$ cat src/rtl/reg_to_axi_lite.sv
// ---------------------------------------------------------------------------
// reg_to_axi_lite
//
// Purpose: bridges a register-bus initiator onto an AXI4-Lite master port.
// A single transaction is in flight at a time. The request is captured in
// IDLE, its address/data phases are issued on AW/W (write) or AR (read),
// and the B/R response is folded back into one regbus response cycle.
//
// Ports:
//   clk_i          - clock
//   rst_ni         - asynchronous active-low reset
//   reg_req_i      - regbus request  (addr, write, wdata, wstrb, valid)
//   reg_rsp_o      - regbus response (rdata, error, ready)
//   axi_lite_req_o - AXI-Lite request  (aw, w, b_ready, ar, r_ready)
//   axi_lite_rsp_i - AXI-Lite response (aw_ready, w_ready, b, ar_ready, r)
//
// Optional feature: define REG_TO_AXI_LITE_TIMEOUT_EN to add a response
// watchdog. After TIMEOUT_CYCLES without B/R the bridge answers with
// error=1 and then drains the late response in a DRAIN state before it
// accepts the next request.
// ---------------------------------------------------------------------------

package reg_to_axi_lite_pkg;

   typedef struct packed {
      logic [47:0] addr;
      logic        write;
      logic [31:0] wdata;
      logic [3:0]  wstrb;
      logic        valid;
   } reg_req_t;

   typedef struct packed {
      logic [31:0] rdata;
      logic        error;
      logic        ready;
   } reg_rsp_t;

   typedef struct packed {
      logic [47:0] addr;
      logic [2:0]  prot;
   } axi_lite_ax_t;

   typedef struct packed {
      logic [31:0] data;
      logic [3:0]  strb;
   } axi_lite_w_t;

   typedef struct packed {
      logic [1:0] resp;
   } axi_lite_b_t;

   typedef struct packed {
      logic [31:0] data;
      logic [1:0]  resp;
   } axi_lite_r_t;

   typedef struct packed {
      axi_lite_ax_t aw;
      logic         aw_valid;
      axi_lite_w_t  w;
      logic         w_valid;
      logic         b_ready;
      axi_lite_ax_t ar;
      logic         ar_valid;
      logic         r_ready;
   } axi_lite_req_t;

   typedef struct packed {
      logic        aw_ready;
      logic        w_ready;
      axi_lite_b_t b;
      logic        b_valid;
      logic        ar_ready;
      axi_lite_r_t r;
      logic        r_valid;
   } axi_lite_rsp_t;

endpackage

module reg_to_axi_lite #(
   parameter int unsigned ADDR_WIDTH     = 48,
   parameter int unsigned DATA_WIDTH     = 32,
   parameter int unsigned TIMEOUT_CYCLES = 1024,
   parameter type reg_req_t      = reg_to_axi_lite_pkg::reg_req_t,
   parameter type reg_rsp_t      = reg_to_axi_lite_pkg::reg_rsp_t,
   parameter type axi_lite_req_t = reg_to_axi_lite_pkg::axi_lite_req_t,
   parameter type axi_lite_rsp_t = reg_to_axi_lite_pkg::axi_lite_rsp_t
) (
   input  logic          clk_i,
   input  logic          rst_ni,
   input  reg_req_t      reg_req_i,
   output reg_rsp_t      reg_rsp_o,
   output axi_lite_req_t axi_lite_req_o,
   input  axi_lite_rsp_t axi_lite_rsp_i
);

   localparam int unsigned STRB_WIDTH = DATA_WIDTH / 8;

   localparam logic [2:0] IDLE   = 3'd0;
   localparam logic [2:0] WRITE  = 3'd1;
   localparam logic [2:0] WAIT_B = 3'd2;
   localparam logic [2:0] READ   = 3'd3;
   localparam logic [2:0] WAIT_R = 3'd4;
   localparam logic [2:0] RESP   = 3'd5;
`ifdef REG_TO_AXI_LITE_TIMEOUT_EN
   localparam logic [2:0] DRAIN  = 3'd6;
   localparam int unsigned WDOG_WIDTH = $clog2(TIMEOUT_CYCLES);
   localparam logic [WDOG_WIDTH-1:0] WDOG_LAST = WDOG_WIDTH'(TIMEOUT_CYCLES - 1);
`endif

   // The watchdog must allow at least one real wait cycle before firing.
   if (TIMEOUT_CYCLES < 2) begin : g_bad_timeout
      $error("reg_to_axi_lite: TIMEOUT_CYCLES must be at least 2");
   end

   logic [2:0]            state_q;
   logic [ADDR_WIDTH-1:0] addr_q;
   logic [DATA_WIDTH-1:0] wdata_q;
   logic [STRB_WIDTH-1:0] wstrb_q;
   logic                  write_q;
   logic                  aw_done_q;
   logic                  w_done_q;
   logic [DATA_WIDTH-1:0] rdata_q;
   logic                  error_q;
`ifdef REG_TO_AXI_LITE_TIMEOUT_EN
   logic [WDOG_WIDTH-1:0] wdog_q;
   logic                  timed_out_q;
`endif

   logic aw_hs;
   logic w_hs;
   logic b_hs;
   logic ar_hs;
   logic r_hs;

   // Handshakes are evaluated on the registered outputs, so every valid
   // and ready driven here comes from state/flags only.
   assign aw_hs = axi_lite_req_o.aw_valid && axi_lite_rsp_i.aw_ready;
   assign w_hs  = axi_lite_req_o.w_valid  && axi_lite_rsp_i.w_ready;
   assign b_hs  = axi_lite_req_o.b_ready  && axi_lite_rsp_i.b_valid;
   assign ar_hs = axi_lite_req_o.ar_valid && axi_lite_rsp_i.ar_ready;
   assign r_hs  = axi_lite_req_o.r_ready  && axi_lite_rsp_i.r_valid;

   // Output decode. Valids fall the cycle after their own handshake because
   // the matching done flag is set at that edge. After a watchdog timeout the
   // response ready stays high from RESP through DRAIN so a late beat can be
   // swallowed at any point.
   always_comb begin
      axi_lite_req_o          = '0;
      axi_lite_req_o.aw.addr  = addr_q;
      axi_lite_req_o.aw.prot  = 3'b000;
      axi_lite_req_o.aw_valid = (state_q == WRITE) && !aw_done_q;
      axi_lite_req_o.w.data   = wdata_q;
      axi_lite_req_o.w.strb   = wstrb_q;
      axi_lite_req_o.w_valid  = (state_q == WRITE) && !w_done_q;
      axi_lite_req_o.ar.addr  = addr_q;
      axi_lite_req_o.ar.prot  = 3'b000;
      axi_lite_req_o.ar_valid = (state_q == READ);
`ifdef REG_TO_AXI_LITE_TIMEOUT_EN
      axi_lite_req_o.b_ready  = (state_q == WAIT_B) ||
                                (write_q && timed_out_q &&
                                 ((state_q == RESP) || (state_q == DRAIN)));
      axi_lite_req_o.r_ready  = (state_q == WAIT_R) ||
                                (!write_q && timed_out_q &&
                                 ((state_q == RESP) || (state_q == DRAIN)));
`else
      axi_lite_req_o.b_ready  = (state_q == WAIT_B);
      axi_lite_req_o.r_ready  = (state_q == WAIT_R);
`endif

      reg_rsp_o       = '0;
      reg_rsp_o.rdata = rdata_q;
      reg_rsp_o.error = error_q;
      reg_rsp_o.ready = (state_q == RESP);
   end

   // Transaction sequencer. The request payload is captured once in IDLE and
   // never re-sampled, so the AXI payload is stable while any valid is high.
   always_ff @(posedge clk_i or negedge rst_ni) begin
      if (!rst_ni) begin
         state_q     <= IDLE;
         addr_q      <= '0;
         wdata_q     <= '0;
         wstrb_q     <= '0;
         write_q     <= 1'b0;
         aw_done_q   <= 1'b0;
         w_done_q    <= 1'b0;
         rdata_q     <= '0;
         error_q     <= 1'b0;
`ifdef REG_TO_AXI_LITE_TIMEOUT_EN
         wdog_q      <= '0;
         timed_out_q <= 1'b0;
`endif
      end else begin
         case (state_q)
            IDLE: begin
               if (reg_req_i.valid) begin
                  addr_q      <= reg_req_i.addr;
                  wdata_q     <= reg_req_i.wdata;
                  wstrb_q     <= reg_req_i.wstrb;
                  write_q     <= reg_req_i.write;
                  aw_done_q   <= 1'b0;
                  w_done_q    <= 1'b0;
`ifdef REG_TO_AXI_LITE_TIMEOUT_EN
                  timed_out_q <= 1'b0;
`endif
                  state_q     <= reg_req_i.write ? WRITE : READ;
               end
            end

            WRITE: begin
               if (aw_hs) aw_done_q <= 1'b1;
               if (w_hs)  w_done_q  <= 1'b1;
               if ((aw_done_q || aw_hs) && (w_done_q || w_hs)) begin
`ifdef REG_TO_AXI_LITE_TIMEOUT_EN
                  wdog_q  <= '0;
`endif
                  state_q <= WAIT_B;
               end
            end

            WAIT_B: begin
               if (b_hs) begin
                  error_q <= (axi_lite_rsp_i.b.resp != 2'b00);
                  rdata_q <= '0;
                  state_q <= RESP;
               end
`ifdef REG_TO_AXI_LITE_TIMEOUT_EN
               else if (wdog_q == WDOG_LAST) begin
                  error_q     <= 1'b1;
                  rdata_q     <= '0;
                  timed_out_q <= 1'b1;
                  state_q     <= RESP;
               end else begin
                  wdog_q <= wdog_q + 1'b1;
               end
`endif
            end

            READ: begin
               if (ar_hs) begin
`ifdef REG_TO_AXI_LITE_TIMEOUT_EN
                  wdog_q  <= '0;
`endif
                  state_q <= WAIT_R;
               end
            end

            WAIT_R: begin
               // A read error still returns whatever data the slave sent.
               if (r_hs) begin
                  rdata_q <= axi_lite_rsp_i.r.data;
                  error_q <= (axi_lite_rsp_i.r.resp != 2'b00);
                  state_q <= RESP;
               end
`ifdef REG_TO_AXI_LITE_TIMEOUT_EN
               else if (wdog_q == WDOG_LAST) begin
                  error_q     <= 1'b1;
                  rdata_q     <= '0;
                  timed_out_q <= 1'b1;
                  state_q     <= RESP;
               end else begin
                  wdog_q <= wdog_q + 1'b1;
               end
`endif
            end

            RESP: begin
`ifdef REG_TO_AXI_LITE_TIMEOUT_EN
               // If the late beat already landed during RESP there is
               // nothing left to drain.
               if (timed_out_q && !(write_q ? b_hs : r_hs)) begin
                  state_q <= DRAIN;
               end else begin
                  state_q <= IDLE;
               end
`else
               state_q <= IDLE;
`endif
            end

`ifdef REG_TO_AXI_LITE_TIMEOUT_EN
            DRAIN: begin
               if (write_q ? b_hs : r_hs) begin
                  state_q <= IDLE;
               end
            end
`endif

            default: state_q <= IDLE;
         endcase
      end
   end

endmodule

$ cat config.mk
export PLATFORM = sky130hd
export DESIGN_NAME = reg_to_axi_lite
export DESIGN_NICKNAME = d
export VERILOG_FILES = /design/src/rtl/reg_to_axi_lite.sv
export SDC_FILE = /design/constraint.sdc
export NUM_CORES = 1
export LEC_CHECK = 0
export ABC_AREA = 1
export BUFFER_PORTS_ARGS = -buffer_cell sky130_fd_sc_hd__buf_2
export CORE_UTILIZATION = 35
export DETAILED_ROUTE_END_ITERATION = 10
export GPL_ROUTABILITY_DRIVEN = 0
export PLACE_DENSITY = 0.75
export SYNTH_ARGS = -nofsm -noshare
export SYNTH_HDL_FRONTEND = slang
export SYNTH_SLANG_ARGS = --single-unit
$ cat constraint.sdc
create_clock -name clk_i -period 2.1 [get_ports clk_i]
set_clock_uncertainty 0.15 [all_clocks]
set_input_delay 0.315 -clock clk_i [delete_from_list [all_inputs] [get_ports clk_i]]
set_output_delay 0.315 -clock clk_i [all_outputs]
set_load 0.02 [all_outputs]
; ---- Yosys cells after proc, flatten, opt, wreduce, memory -nomap -nowiden
; Index checks and enable logic that the tools add are counted.
[word_totals]
romBits = 0
input_bits = 129
ram_bits = 0
reg_bits = 122
output_inout_bits = 177
memories = 0
latchBits = 0
[classes]
n_eq_ne = 12
n_mul = 0
n_bitwise = 0
reduce_logical = 22
addsub = 0
magnitude_cmp = 0
shift = 0
mux = 18
n_div = 0
[op_table]
columns = operator, count
row1 = $mux W32, 2
row2 = $pmux W32 S2, 1
row3 = $mux W3, 5
row4 = $pmux W3 S5, 1
row5 = $reduce_and A3 Y1, 3
row6 = $logic_and A1 B1 Y1, 8
row7 = $ne A2 B1 Y1 const B, 4
row8 = $reduce_bool A2 Y1, 4
row9 = $eq A3 B2 Y1 const B, 2
row10 = $eq A3 B3 Y1 const B, 2
row11 = $ne A2 B2 Y1 const B, 3
row12 = $pmux W1 S2, 3
row13 = $mux W1, 5
row14 = $reduce_and A5 Y1, 1
row15 = $eq A3 B1 Y1 const B, 1
row16 = $logic_not A3 Y1, 1
row17 = $logic_not A1 Y1, 2
row18 = $logic_or A1 B1 Y1, 2
row19 = $mux W2, 1
row20 = $reduce_and A2 Y1, 1

; ---- Longest topological paths before layout
; Gate-level depths: netlist of run 1.
[logic_depth]
depth_word = 7
ltp_mapped = 10
ltp_nobuf = 9

; ---- Least setup slack after synthesis of run 1
; OpenSTA, ideal clock, no wires.
[synth_path]
kind = register to output
startpoint = register state_q[1]
endpoint = output axi_lite_req_o[91] (netlist name)
t_required_ps = 1635
t_arrival_ps = 1024
path_slack_ps = 611
n_path_buf = 0
stages_incl_launch_ff = 6
cell_sequence = dfrtp_1 -> inv_2 -> nand2_1 -> nor2_1 -> inv_1 -> nor2_1
[synth_rtl]
columns = element, line
row1 = from (decl), 117  ; logic [2:0] state_q;
row2 = from (signal assigned), 208  ; state_q <= reg_req_i.write ? WRITE : READ;
row3 = to (decl), 94  ; output axi_lite_req_t axi_lite_req_o,

==> impl_metrics.env, run 1 <==
export IMPL_cp_data_arrival_time_ns=1.50
export IMPL_grtUsageMet3_pct=5.28
export IMPL_finalNetCount=1103
export IMPL_crit_fanout=5
export IMPL_groute_layer_met1_usage_pct=23.3
export IMPL_synth_seq_area_share_pct=58.3
export IMPL_post_drt_via_cell_ratio=4.41
export IMPL_detail_route_wl_per_cell_um=13.6
export IMPL_timing_setup_tns_ns=0
export IMPL_mean_post_synth_cell_area_sq_um=8.59
export IMPL_crit_type="flop to output pin"
export IMPL_worst_r2r_cell_count=8
export IMPL_timing_reg2reg_setup_slack_ns=0.32
export IMPL_critical_path_startpoint_type="flop"
export IMPL_cts_root_buffer_cell="sky130_fd_sc_hd__clkbuf_16"
export IMPL_use_met2_pct=36.9
export IMPL_ioPinCount=306
export IMPL_worstSetupStartpoint="state_q[1]"
export IMPL_gr_max_usage_layer="met2"
export IMPL_detailroute_via_count=5160
export IMPL_die_area_sq_um=15400
export IMPL_cts_inserted_buffers=17
export IMPL_yosys_warnings=0
export IMPL_maxClockFrequency_mhz=509
export IMPL_cts_max_level=4
export IMPL_number_of_inserted_diodes=0
export IMPL_yosys_register_bits=122
export IMPL_report_final_hold_viol_count=0
export IMPL_num_rows=44
export IMPL_final_antenna_net_count=0
export IMPL_outcome="completed"
export IMPL_final_util_pct=56.6
export IMPL_worst_slew_margin_rel_pct=54.2
export IMPL_drv_cap=0
export IMPL_hpwl_after_detailed_placement_mm=9.28
export IMPL_drt_total_wl_mm=15.9
export IMPL_fp_dieH_um=124
export IMPL_area_growth_syn_to_layout_pct=57.3
export IMPL_mappedNetlistArea_sq_um=5230
export IMPL_first_pass_iters=4
export IMPL_drt_first_iter_violations=292
export IMPL_hold_class="input pin to flop"
export IMPL_layout_drive_gt1_share_pct=35.0
export IMPL_worst_r2r_start="state_q[0]"
export IMPL_cts_sinks=122
export IMPL_dp_slack_ns=0.310
export IMPL_floorplan_initialDensity_pct=36.0
export IMPL_track_usage_pct=21.1
export IMPL_finalWorstPathRequiredPeriod_ns=1.96
export IMPL_whs_ns=0.0209
export IMPL_worstSetupEndpoint="axi_lite_req_o[91]"
export IMPL_number_of_distinct_standard_cells_referenced_by_the_synthesized_netlist=23
export IMPL_endpoint_kind="output pin"
export IMPL_crit_required_ns=1.63
export IMPL_synth_largest_type_area_fraction_pct=58.3
export IMPL_setup_viol=0
export IMPL_core_area_sq_um=14500
export IMPL_setup_slack_ns=0.136
export IMPL_grt_pass1_vias=5243
export IMPL_tightestPinTransition_ns=0.685
export IMPL_grt_max_degree=123
export IMPL_tritoncts="built"
export IMPL_cts_reportedPaths_clkPinSlew_ns=0.05
export IMPL_r2r_end="rdata_q[24]"
export IMPL_ir_drop_mv=0.722
export IMPL_grt_setup_unrepaired="false"
export IMPL_totalPowerFinal_w=0.0131
export IMPL_synthTopCellsByArea="sky130_fd_sc_hd__dfrtp_1 58%, sky130_fd_sc_hd__nand2_1 26%, sky130_fd_sc_hd__buf_4 8.6%, sky130_fd_sc_hd__buf_2 1.3%, sky130_fd_sc_hd__inv_1 0.72%"
export IMPL_clock_latency_ns=0.41
export IMPL_leakagePower_nw=4.85
export IMPL_grt_antenna_before_repair=0
export IMPL_grt_ovfl_total=0
export IMPL_cts_root_to_sink_buffers=2
export IMPL_final_max_slew_violation_count=0
export IMPL_place_port_buffers=299
export IMPL_route_detailed_drc=0
export IMPL_grt_first_pass_wirelength_mm=25.7
export IMPL_fp_dieW_um=124
export IMPL_finalCritPeriodShare_pct=93.5
export IMPL_pwr_density_cell_nw_per_um2=1590
export IMPL_synth_largest_area_cell="sky130_fd_sc_hd__dfrtp_1"
export IMPL_synthCells=609
==> logic make-up after synthesis <==
group | count (synthesis) | synth area share [%]
other | 1 | 0.0717
DFF | 122 | 58.3
buffers and inverters | 94 | 11.8
and+or+nand+nor | 384 | 28.9
AOI/OAI and AO/OA | 8 | 0.909
==> sequential cells by signal, summed over array words and instances, names as in the netlist <==
register and count:
error_q 1, addr_q 48, rdata_q 32, aw_done_q 1
wstrb_q 4, state_q 3, w_done_q 1, wdata_q 32
==> timing repair <==
item	in CTS	in global routing
endpoints found under the hold margin	238	0
setup buffers	0	0
resized for setup	0	0
hold buffers	117	0
==> critical path, cell delays in order, from the launching register on <==
cell	delay, ns
sky130_fd_sc_hd__dfrtp_1	0.38
sky130_fd_sc_hd__inv_2	0.12
sky130_fd_sc_hd__nand2_1	0.08
sky130_fd_sc_hd__nor2_1	0.12
sky130_fd_sc_hd__inv_1	0.09
sky130_fd_sc_hd__nor2_1	0.12
sky130_fd_sc_hd__buf_2	0.19
==> synth_stat cells <==
cell type / n
sky130_fd_sc_hd__nand3_4: 1
sky130_fd_sc_hd__nor2_1: 8
sky130_fd_sc_hd__nand3b_1: 1
sky130_fd_sc_hd__nand2_1: 363
sky130_fd_sc_hd__inv_2: 5
sky130_fd_sc_hd__a31oi_1: 1
sky130_fd_sc_hd__o22ai_1: 1
sky130_fd_sc_hd__nand3_2: 1
sky130_fd_sc_hd__nand3b_2: 1
sky130_fd_sc_hd__nand3_1: 4
sky130_fd_sc_hd__buf_6: 3
sky130_fd_sc_hd__buf_2: 14
sky130_fd_sc_hd__conb_1: 1
sky130_fd_sc_hd__inv_1: 10
sky130_fd_sc_hd__buf_4: 60
sky130_fd_sc_hd__nor2_2: 1
sky130_fd_sc_hd__nor2_4: 1
sky130_fd_sc_hd__a21boi_0: 1
sky130_fd_sc_hd__dfrtp_1: 122
sky130_fd_sc_hd__o21ai_0: 4
sky130_fd_sc_hd__nand2_4: 3
sky130_fd_sc_hd__o21bai_1: 1
sky130_fd_sc_hd__clkbuf_1: 2
==> stage by stage <==
step / cell area, sq um / cells
floorplan: 5250 / 614
CTS: 8230 / 1170
global route: 8230 / 1170
finish: 8230 / 1170
global placement: 6480 / 1022
detailed placement: 6480 / 1022
==> where the power goes <==
part / internal, W / leakage, nW / switching [W]
clock network: 0.00185 / 0.289 / 0.000989
logic: 0.00195 / 3.01 / 0.00408
registers: 0.00347 / 1.55 / 0.000720
==> how the worst min path moves through the flow <==
stage,start,endpoint,cells past startpoint
2_1_floorplan,rst_ni,addr_q[0],0
3_3_place_gp,rdata_q[21],rdata_q[21],2
3_5_place_dp,rdata_q[28],rdata_q[28],2
4_1_cts,axi_lite_rsp_i[40],aw_done_q,3
5_1_grt,axi_lite_rsp_i[40],aw_done_q,3
6_report,axi_lite_rsp_i[40],aw_done_q,3
==> cell type report <==
class / instances / area (sq um)
Clock inverter: 8 / 92.6
Tap cell: 184 / 230
Fill cell: 1233 / 6300
Inverter: 15 / 56.3
Sequential cell: 122 / 3050
Clock buffer: 23 / 488
Multi-Input combinational cell: 398 / 1590
Timing Repair Buffer: 420 / 2730
==> placed cells by master (no fill, tap or decap), types with 3 or more instances in the layout <==
cell type / count
sky130_fd_sc_hd__buf_2: 298
sky130_fd_sc_hd__buf_4: 3
sky130_fd_sc_hd__clkbuf_16: 17
sky130_fd_sc_hd__clkbuf_8: 4
sky130_fd_sc_hd__clkinv_2: 5
sky130_fd_sc_hd__conb_1: 6
sky130_fd_sc_hd__dfrtp_1: 122
sky130_fd_sc_hd__dlygate4sd3_1: 117
sky130_fd_sc_hd__inv_1: 10
sky130_fd_sc_hd__inv_2: 5
sky130_fd_sc_hd__nand2_1: 363
sky130_fd_sc_hd__nand2_4: 3
sky130_fd_sc_hd__nand3_1: 4
sky130_fd_sc_hd__nor2_1: 8
sky130_fd_sc_hd__o21ai_0: 4
==> metal layers <==
metal  vias to the layer above  wire, um  part of all wire (%)
met1                      2373      6240                    39
met4                         0       631                   4.0
met2                       228      8250                    52
met5                         -         0                     0
met3                        56       792                   5.0
li1                       2503         -                     -
No activity file was read; power rests on OpenSTA's default activity.
==> inputs of run 2 (changes only) <==
--- a/config.mk
+++ b/config.mk
@@ -8,6 +8,7 @@
 export ABC_AREA = 1
 export BUFFER_PORTS_ARGS = -buffer_cell sky130_fd_sc_hd__buf_2
 export CORE_UTILIZATION = 35
+export CTS_BUF_LIST = sky130_fd_sc_hd__clkbuf_2
 export DETAILED_ROUTE_END_ITERATION = 10
 export GPL_ROUTABILITY_DRIVEN = 0
 export PLACE_DENSITY = 0.75
==> impl_metrics.env, run 2 (synthesis results as in run 1) <==
export IMPL_outcome="finished with violations"
export IMPL_layout_top_registers="addr_q x48, rdata_q x32, wdata_q x32"
export IMPL_final_max_slew_violation_count=0
export IMPL_layout_drive_gt1_share_pct=36.0
export IMPL_report_final_hold_viol_count=0
export IMPL_core_area_sq_um=14500
export IMPL_drv_cap=0
export IMPL_endpoint_kind="flop"
export IMPL_worst_slew_margin_rel_pct=57.0
export IMPL_drt_total_wl_mm=16.4
export IMPL_tightestPinTransition_ns=0.644
export IMPL_cts_max_level=4
export IMPL_finalNetCount=1124
export IMPL_first_pass_iters=4
export IMPL_post_layout_nonfiller_instances=1193
export IMPL_maxClockFrequency_mhz=468
export IMPL_dpl_instance_area_sq_um=6480
export IMPL_cts_root_buffer_cell="sky130_fd_sc_hd__clkbuf_2"
export IMPL_post_drt_via_cell_ratio=4.46
export IMPL_critical_path_startpoint_type="flop"
export IMPL_grt_max_degree=123
export IMPL_finalWorstPathRequiredPeriod_ns=2.14
export IMPL_grt_antenna_before_repair=2
export IMPL_place_port_buffers=299
export IMPL_power_switching_share_pct=48.6
export IMPL_clock_latency_ns=0.67
export IMPL_worst_r2r_start="state_q[2]"
export IMPL_hold_end="addr_q[28]"
export IMPL_crit_required_ns=2.55
export IMPL_setup_viol=3
export IMPL_timing_setup_tns_ns=-0.0802
export IMPL_ioPinCount=306
export IMPL_cts_reportedPaths_clkPinSlew_ns=0.17
export IMPL_dp_cells=1022
export IMPL_cts_root_to_sink_buffers=2
export IMPL_detail_route_wl_per_cell_um=13.8
export IMPL_final_antenna_net_count=0
export IMPL_setup_slack_ns=-0.0362
export IMPL_min_delay_start="reg_req_i[0]"
export IMPL_r2r_end="state_q[1]"
export IMPL_finish_instance_area_sq_um=8130
export IMPL_grt_first_pass_wirelength_mm=26.2
export IMPL_route_detailed_drc=0
export IMPL_crit_fanout=5
export IMPL_pwr_density_cell_nw_per_um2=1470
export IMPL_crit_type="flop to flop"
export IMPL_hold_class="input pin to flop"
export IMPL_largest_register_ffs=48
export IMPL_num_rows=44
export IMPL_min_path_cells=6
export IMPL_cp_data_arrival_time_ns=2.59
export IMPL_floorplan_initialDensity_pct=36.0
export IMPL_area_growth_syn_to_layout_pct=55.5
export IMPL_cts_sinks=122
export IMPL_leakagePower_nw=4.79
export IMPL_seqPwrFrac_pct=35.1
export IMPL_violations="setup timing"
export IMPL_drt_first_iter_violations=348
export IMPL_grt_setup_unrepaired="true"
export IMPL_fp_dieW_um=124
export IMPL_track_usage_pct=21.4
export IMPL_finalCritPeriodShare_pct=102
export IMPL_mostFrequentLayoutCell="sky130_fd_sc_hd__nand2_1"
export IMPL_hpwl_after_detailed_placement_mm=9.28
export IMPL_max_flop_register="addr_q"
export IMPL_timing_reg2reg_setup_slack_ns=-0.04
export IMPL_grt_pass1_vias=5364
export IMPL_psw_w=0.00579
export IMPL_cts_inserted_buffers=17
export IMPL_ir_drop_mv=0.732
export IMPL_grt_ovfl_total=0
export IMPL_detailroute_via_count=5321
export IMPL_die_area_sq_um=15400
export IMPL_tritoncts="built"
export IMPL_worst_r2r_cell_count=10
export IMPL_final_cell_mix="361 x sky130_fd_sc_hd__nand2_1, 292 x sky130_fd_sc_hd__buf_2, 130 x sky130_fd_sc_hd__dlygate4sd3_1"
export IMPL_power_share_combinational_pct=53.5
export IMPL_internal_power_w=0.00613
export IMPL_power_share_clock_pct=11.4
export IMPL_fp_dieH_um=124
run 2: per-layer routing:
metal / up-vias / global-route usage, % / part of all wire (%)
met5: - / 0 / 0
met4: 0 / 10.8 / 3.8
met3: 51 / 5.71 / 5.4
met2: 240 / 37.3 / 52
met1: 2483 / 23.9 / 39
li1: 2547 / - / -
run 2: cell type report:
class | count | area [sq um]
multi-input cells | 399 | 1640
clock buffers | 19 | 95.1
flip-flops and latches | 122 | 3060
inverters | 15 | 58.8
clock inverters | 12 | 108
fillers | 1220 | 6400
repair buffers | 440 | 2950
diodes | 2 | 5.00
well taps | 184 | 230
run 2: worst max-delay path: stages, from the launching register on:
cell,delay (ns)
sky130_fd_sc_hd__dfrtp_2,0.49
sky130_fd_sc_hd__buf_4,0.16
sky130_fd_sc_hd__nand3_4,0.08
sky130_fd_sc_hd__inv_2,0.05
sky130_fd_sc_hd__buf_4,0.13
sky130_fd_sc_hd__nand2_4,0.07
sky130_fd_sc_hd__nand2_4,0.09
sky130_fd_sc_hd__nor2_1,0.15
sky130_fd_sc_hd__nand2_1,0.07
sky130_fd_sc_hd__dlygate4sd3_1,0.56
sky130_fd_sc_hd__nand2_1,0.09
run 2: stage by stage:
step                      utilization (%)  hold WS, ns  total power (W)  worst slack, ns
after global placement               44.6        0.300          0.00987            0.349
after CTS                            55.5       0.0291           0.0117           -0.106
after detailed placement             44.6        0.306           0.0100            0.310
final                                56.0        0.107           0.0119          -0.0362
after global routing                 56.0       0.0345           0.0127           -0.216
after floorplan                         -       -0.131          0.00851            0.611
run 2: timing repair:
action                     in CTS  in global routing
pin swaps                       2                  5
setup buffers                   5                  3
gates cloned                    0                  1
hold endpoints to repair      244                  0
gates resized for setup        14                 16
setup endpoints to repair       5                 13
hold buffers                  130                  0
run 2: power by group through the flow:
| stage | Clock [W] | Combinational, W | Sequential [W] |
|---|---|---|---|
| finish | 0.00136 | 0.00638 | 0.00419 |
| global route | 0.00152 | 0.00689 | 0.00432 |
| CTS | 0.00141 | 0.00618 | 0.00415 |
| detailed placement | 0 | 0.00583 | 0.00417 |
| global placement | 0 | 0.00573 | 0.00414 |
| floorplan | 0 | 0.00309 | 0.00542 |
run 2: worst max path at each step:
stage,startpoint,to,cells past startpoint
6_report,state_q[2],state_q[1],10
5_1_grt,state_q[1],axi_lite_req_o[91],6
4_1_cts,state_q[1],axi_lite_req_o[1],6
3_5_place_dp,state_q[2],rdata_q[24],7
3_3_place_gp,state_q[0],rdata_q[25],8
2_1_floorplan,state_q[1],axi_lite_req_o[91],5
==> inputs of run 3 (changes only) <==
--- a/config.mk
+++ b/config.mk
@@ -6,7 +6,7 @@
 export NUM_CORES = 1
 export LEC_CHECK = 0
 export ABC_AREA = 1
-export BUFFER_PORTS_ARGS = -buffer_cell sky130_fd_sc_hd__buf_2
+export BUFFER_PORTS_ARGS = -buffer_cell sky130_fd_sc_hd__clkbuf_2
 export CORE_UTILIZATION = 35
 export CTS_BUF_LIST = sky130_fd_sc_hd__clkbuf_2
 export DETAILED_ROUTE_END_ITERATION = 10
==> constraint.sdc (replaced) <==
create_clock -name clk_i -period 2.5 [get_ports clk_i]
set_clock_uncertainty 0.15 [all_clocks]
set_input_delay 0.375 -clock clk_i [delete_from_list [all_inputs] [get_ports clk_i]]
set_output_delay 0.375 -clock clk_i [all_outputs]
set_load 0.02 [all_outputs]
==> impl_metrics.env, run 3 (synthesis results as in run 1) <==
export IMPL_leakagePower_nw=4.80
export IMPL_pwr_density_cell_nw_per_um2=1280
export IMPL_final_antenna_net_count=0
export IMPL_dp_cells=1023
export IMPL_critical_path_startpoint_type="flop"
export IMPL_cts_inserted_buffers=17
export IMPL_finalWorstPathRequiredPeriod_ns=2.34
export IMPL_max_flop_register="addr_q"
export IMPL_drv_cap=0
export IMPL_detail_route_wl_per_cell_um=13.5
export IMPL_worst_slew_margin_rel_pct=40.3
export IMPL_crit_required_ns=2.93
export IMPL_maxClockFrequency_mhz=428
export IMPL_setup_slack_ns=0.164
export IMPL_tritoncts="built"
export IMPL_floorplan_initialDensity_pct=36.0
export IMPL_fp_dieH_um=124
export IMPL_internal_power_w=0.00555
export IMPL_tightestPinTransition_ns=0.895
export IMPL_grt_pass1_vias=5331
export IMPL_final_max_slew_violation_count=0
export IMPL_area_growth_syn_to_layout_pct=55.9
export IMPL_first_pass_iters=5
export IMPL_fp_dieW_um=124
export IMPL_layout_drive_gt1_share_pct=35.1
export IMPL_post_layout_nonfiller_instances=1187
export IMPL_die_area_sq_um=15400
export IMPL_power_share_combinational_pct=49.5
export IMPL_finalNetCount=1118
export IMPL_hpwl_after_detailed_placement_mm=9.58
export IMPL_grt_ovfl_total=0
export IMPL_worstSetupStartpoint="state_q[0]"
export IMPL_report_final_hold_viol_count=0
export IMPL_crit_fanout=6
export IMPL_ir_drop_mv=0.575
export IMPL_final_util_pct=56.1
export IMPL_totalPowerFinal_w=0.0104
export IMPL_clock_latency_ns=0.66
export IMPL_final_cell_mix="363 x sky130_fd_sc_hd__nand2_1, 314 x sky130_fd_sc_hd__clkbuf_2, 128 x sky130_fd_sc_hd__dlygate4sd3_1"
export IMPL_hold_class="input pin to flop"
export IMPL_setup_viol=0
export IMPL_min_delay_start="reg_req_i[0]"
export IMPL_detailroute_via_count=5274
export IMPL_cts_reportedPaths_clkPinSlew_ns=0.20
export IMPL_grt_first_pass_wirelength_mm=26.0
export IMPL_timing_setup_tns_ns=0
export IMPL_cts_root_buffer_cell="sky130_fd_sc_hd__clkbuf_2"
export IMPL_mostFrequentLayoutCell="sky130_fd_sc_hd__nand2_1"
export IMPL_cts_root_to_sink_buffers=2
export IMPL_drt_first_iter_violations=289
export IMPL_ioPinCount=306
export IMPL_grt_antenna_before_repair=1
export IMPL_cts_sinks=122
export IMPL_worst_r2r_start="state_q[0]"
export IMPL_seqPwrFrac_pct=33.9
export IMPL_dp_slack_ns=0.574
export IMPL_grt_setup_unrepaired="false"
export IMPL_num_rows=44
export IMPL_cts_max_level=4
export IMPL_endpoint_kind="flop"
export IMPL_power_switching_share_pct=46.9
export IMPL_place_port_buffers=299
export IMPL_power_share_clock_pct=16.7
export IMPL_grt_max_degree=123
export IMPL_cp_data_arrival_time_ns=2.77
export IMPL_core_area_sq_um=14500
export IMPL_psw_w=0.00490
export IMPL_largest_register_ffs=48
export IMPL_layout_top_registers="addr_q x48, rdata_q x32, wdata_q x32"
export IMPL_track_usage_pct=21.3
export IMPL_finalCritPeriodShare_pct=93.4
export IMPL_route_detailed_drc=0
export IMPL_crit_type="flop to flop"
export IMPL_post_drt_via_cell_ratio=4.44
export IMPL_outcome="completed"
export IMPL_drt_total_wl_mm=16.1
-- run 3: changes by cell type in the layout (fill, tap and decap cells not counted), moves of 4 or more --
cell / change
sky130_fd_sc_hd__buf_2: -292
sky130_fd_sc_hd__buf_6: -6
sky130_fd_sc_hd__nor2_4: -5
sky130_fd_sc_hd__clkinv_2: -5
sky130_fd_sc_hd__clkbuf_2: +295
sky130_fd_sc_hd__nor2_1: +4
sky130_fd_sc_hd__bufinv_16: +5
-- run 3: per-stage QoR --
step	hold slack (ns)	area, sq um
2_1_floorplan	-0.0706	5250
3_3_place_gp	0.304	6490
3_5_place_dp	0.308	6490
4_1_cts	0.0478	8130
5_1_grt	0.0600	8160
6_report	0.129	8160
-- run 3: timing repair --
item	4_1_cts	5_1_grt
hold buffers	128	0
buffers inserted	0	3
endpoints found under the hold margin	244	0
resized for setup	0	4
setup endpoints to repair	0	3
-- run 3: final timing paths --
kind	end	slack, ns	cells after the start
setup reg to reg	error_q	0.16	8
hold / removal	wdata_q[9]	0.13	5
hold reg to reg	rdata_q[17]	0.35	2
max in group asynchronous	addr_q[10]	1.54	3
min in group asynchronous	addr_q[26]	0.14	3
setup / recovery	error_q	0.16	8
-- run 3: per-layer routing --
metal  vias to the layer above  wire length, um  track usage, %
met5                         -                0               0
met4                         0              614            11.3
met3                        51              871            5.41
met2                       233             8400            37.7
met1                      2455             6170            23.3
li1                       2535                -               -
-- run 3: power groups by stage --
stage	sequential [W]	clock, W	combinational [W]
detailed placement	0.00355	0	0.00488
finish	0.00354	0.00174	0.00517
floorplan	0.00455	0	0.00259
global placement	0.00352	0	0.00480
CTS	0.00352	0.00179	0.00508
global route	0.00366	0.00190	0.00561
-- run 3: layout make-up --
class | instances | area [sq um]
fill | 1222 | 6370
sequential | 122 | 3050
antenna | 1 | 2.50
inverter | 15 | 58.8
clock buffer | 17 | 85.1
clock inverter | 15 | 272
multi-input combinational | 398 | 1590
tap | 184 | 230
timing repair buffer | 435 | 2870
-- run 3: worst max-delay path, cell delays in order (launching register included) --
cell and delay, ns:
sky130_fd_sc_hd__dfrtp_1 0.45, sky130_fd_sc_hd__inv_4 0.10, sky130_fd_sc_hd__nand3_4 0.12, sky130_fd_sc_hd__o21ai_0 0.09
sky130_fd_sc_hd__dlygate4sd3_1 0.56, sky130_fd_sc_hd__o21ai_0 0.09, sky130_fd_sc_hd__dlygate4sd3_1 0.56, sky130_fd_sc_hd__nand3_1 0.09
sky130_fd_sc_hd__nand2_1 0.05
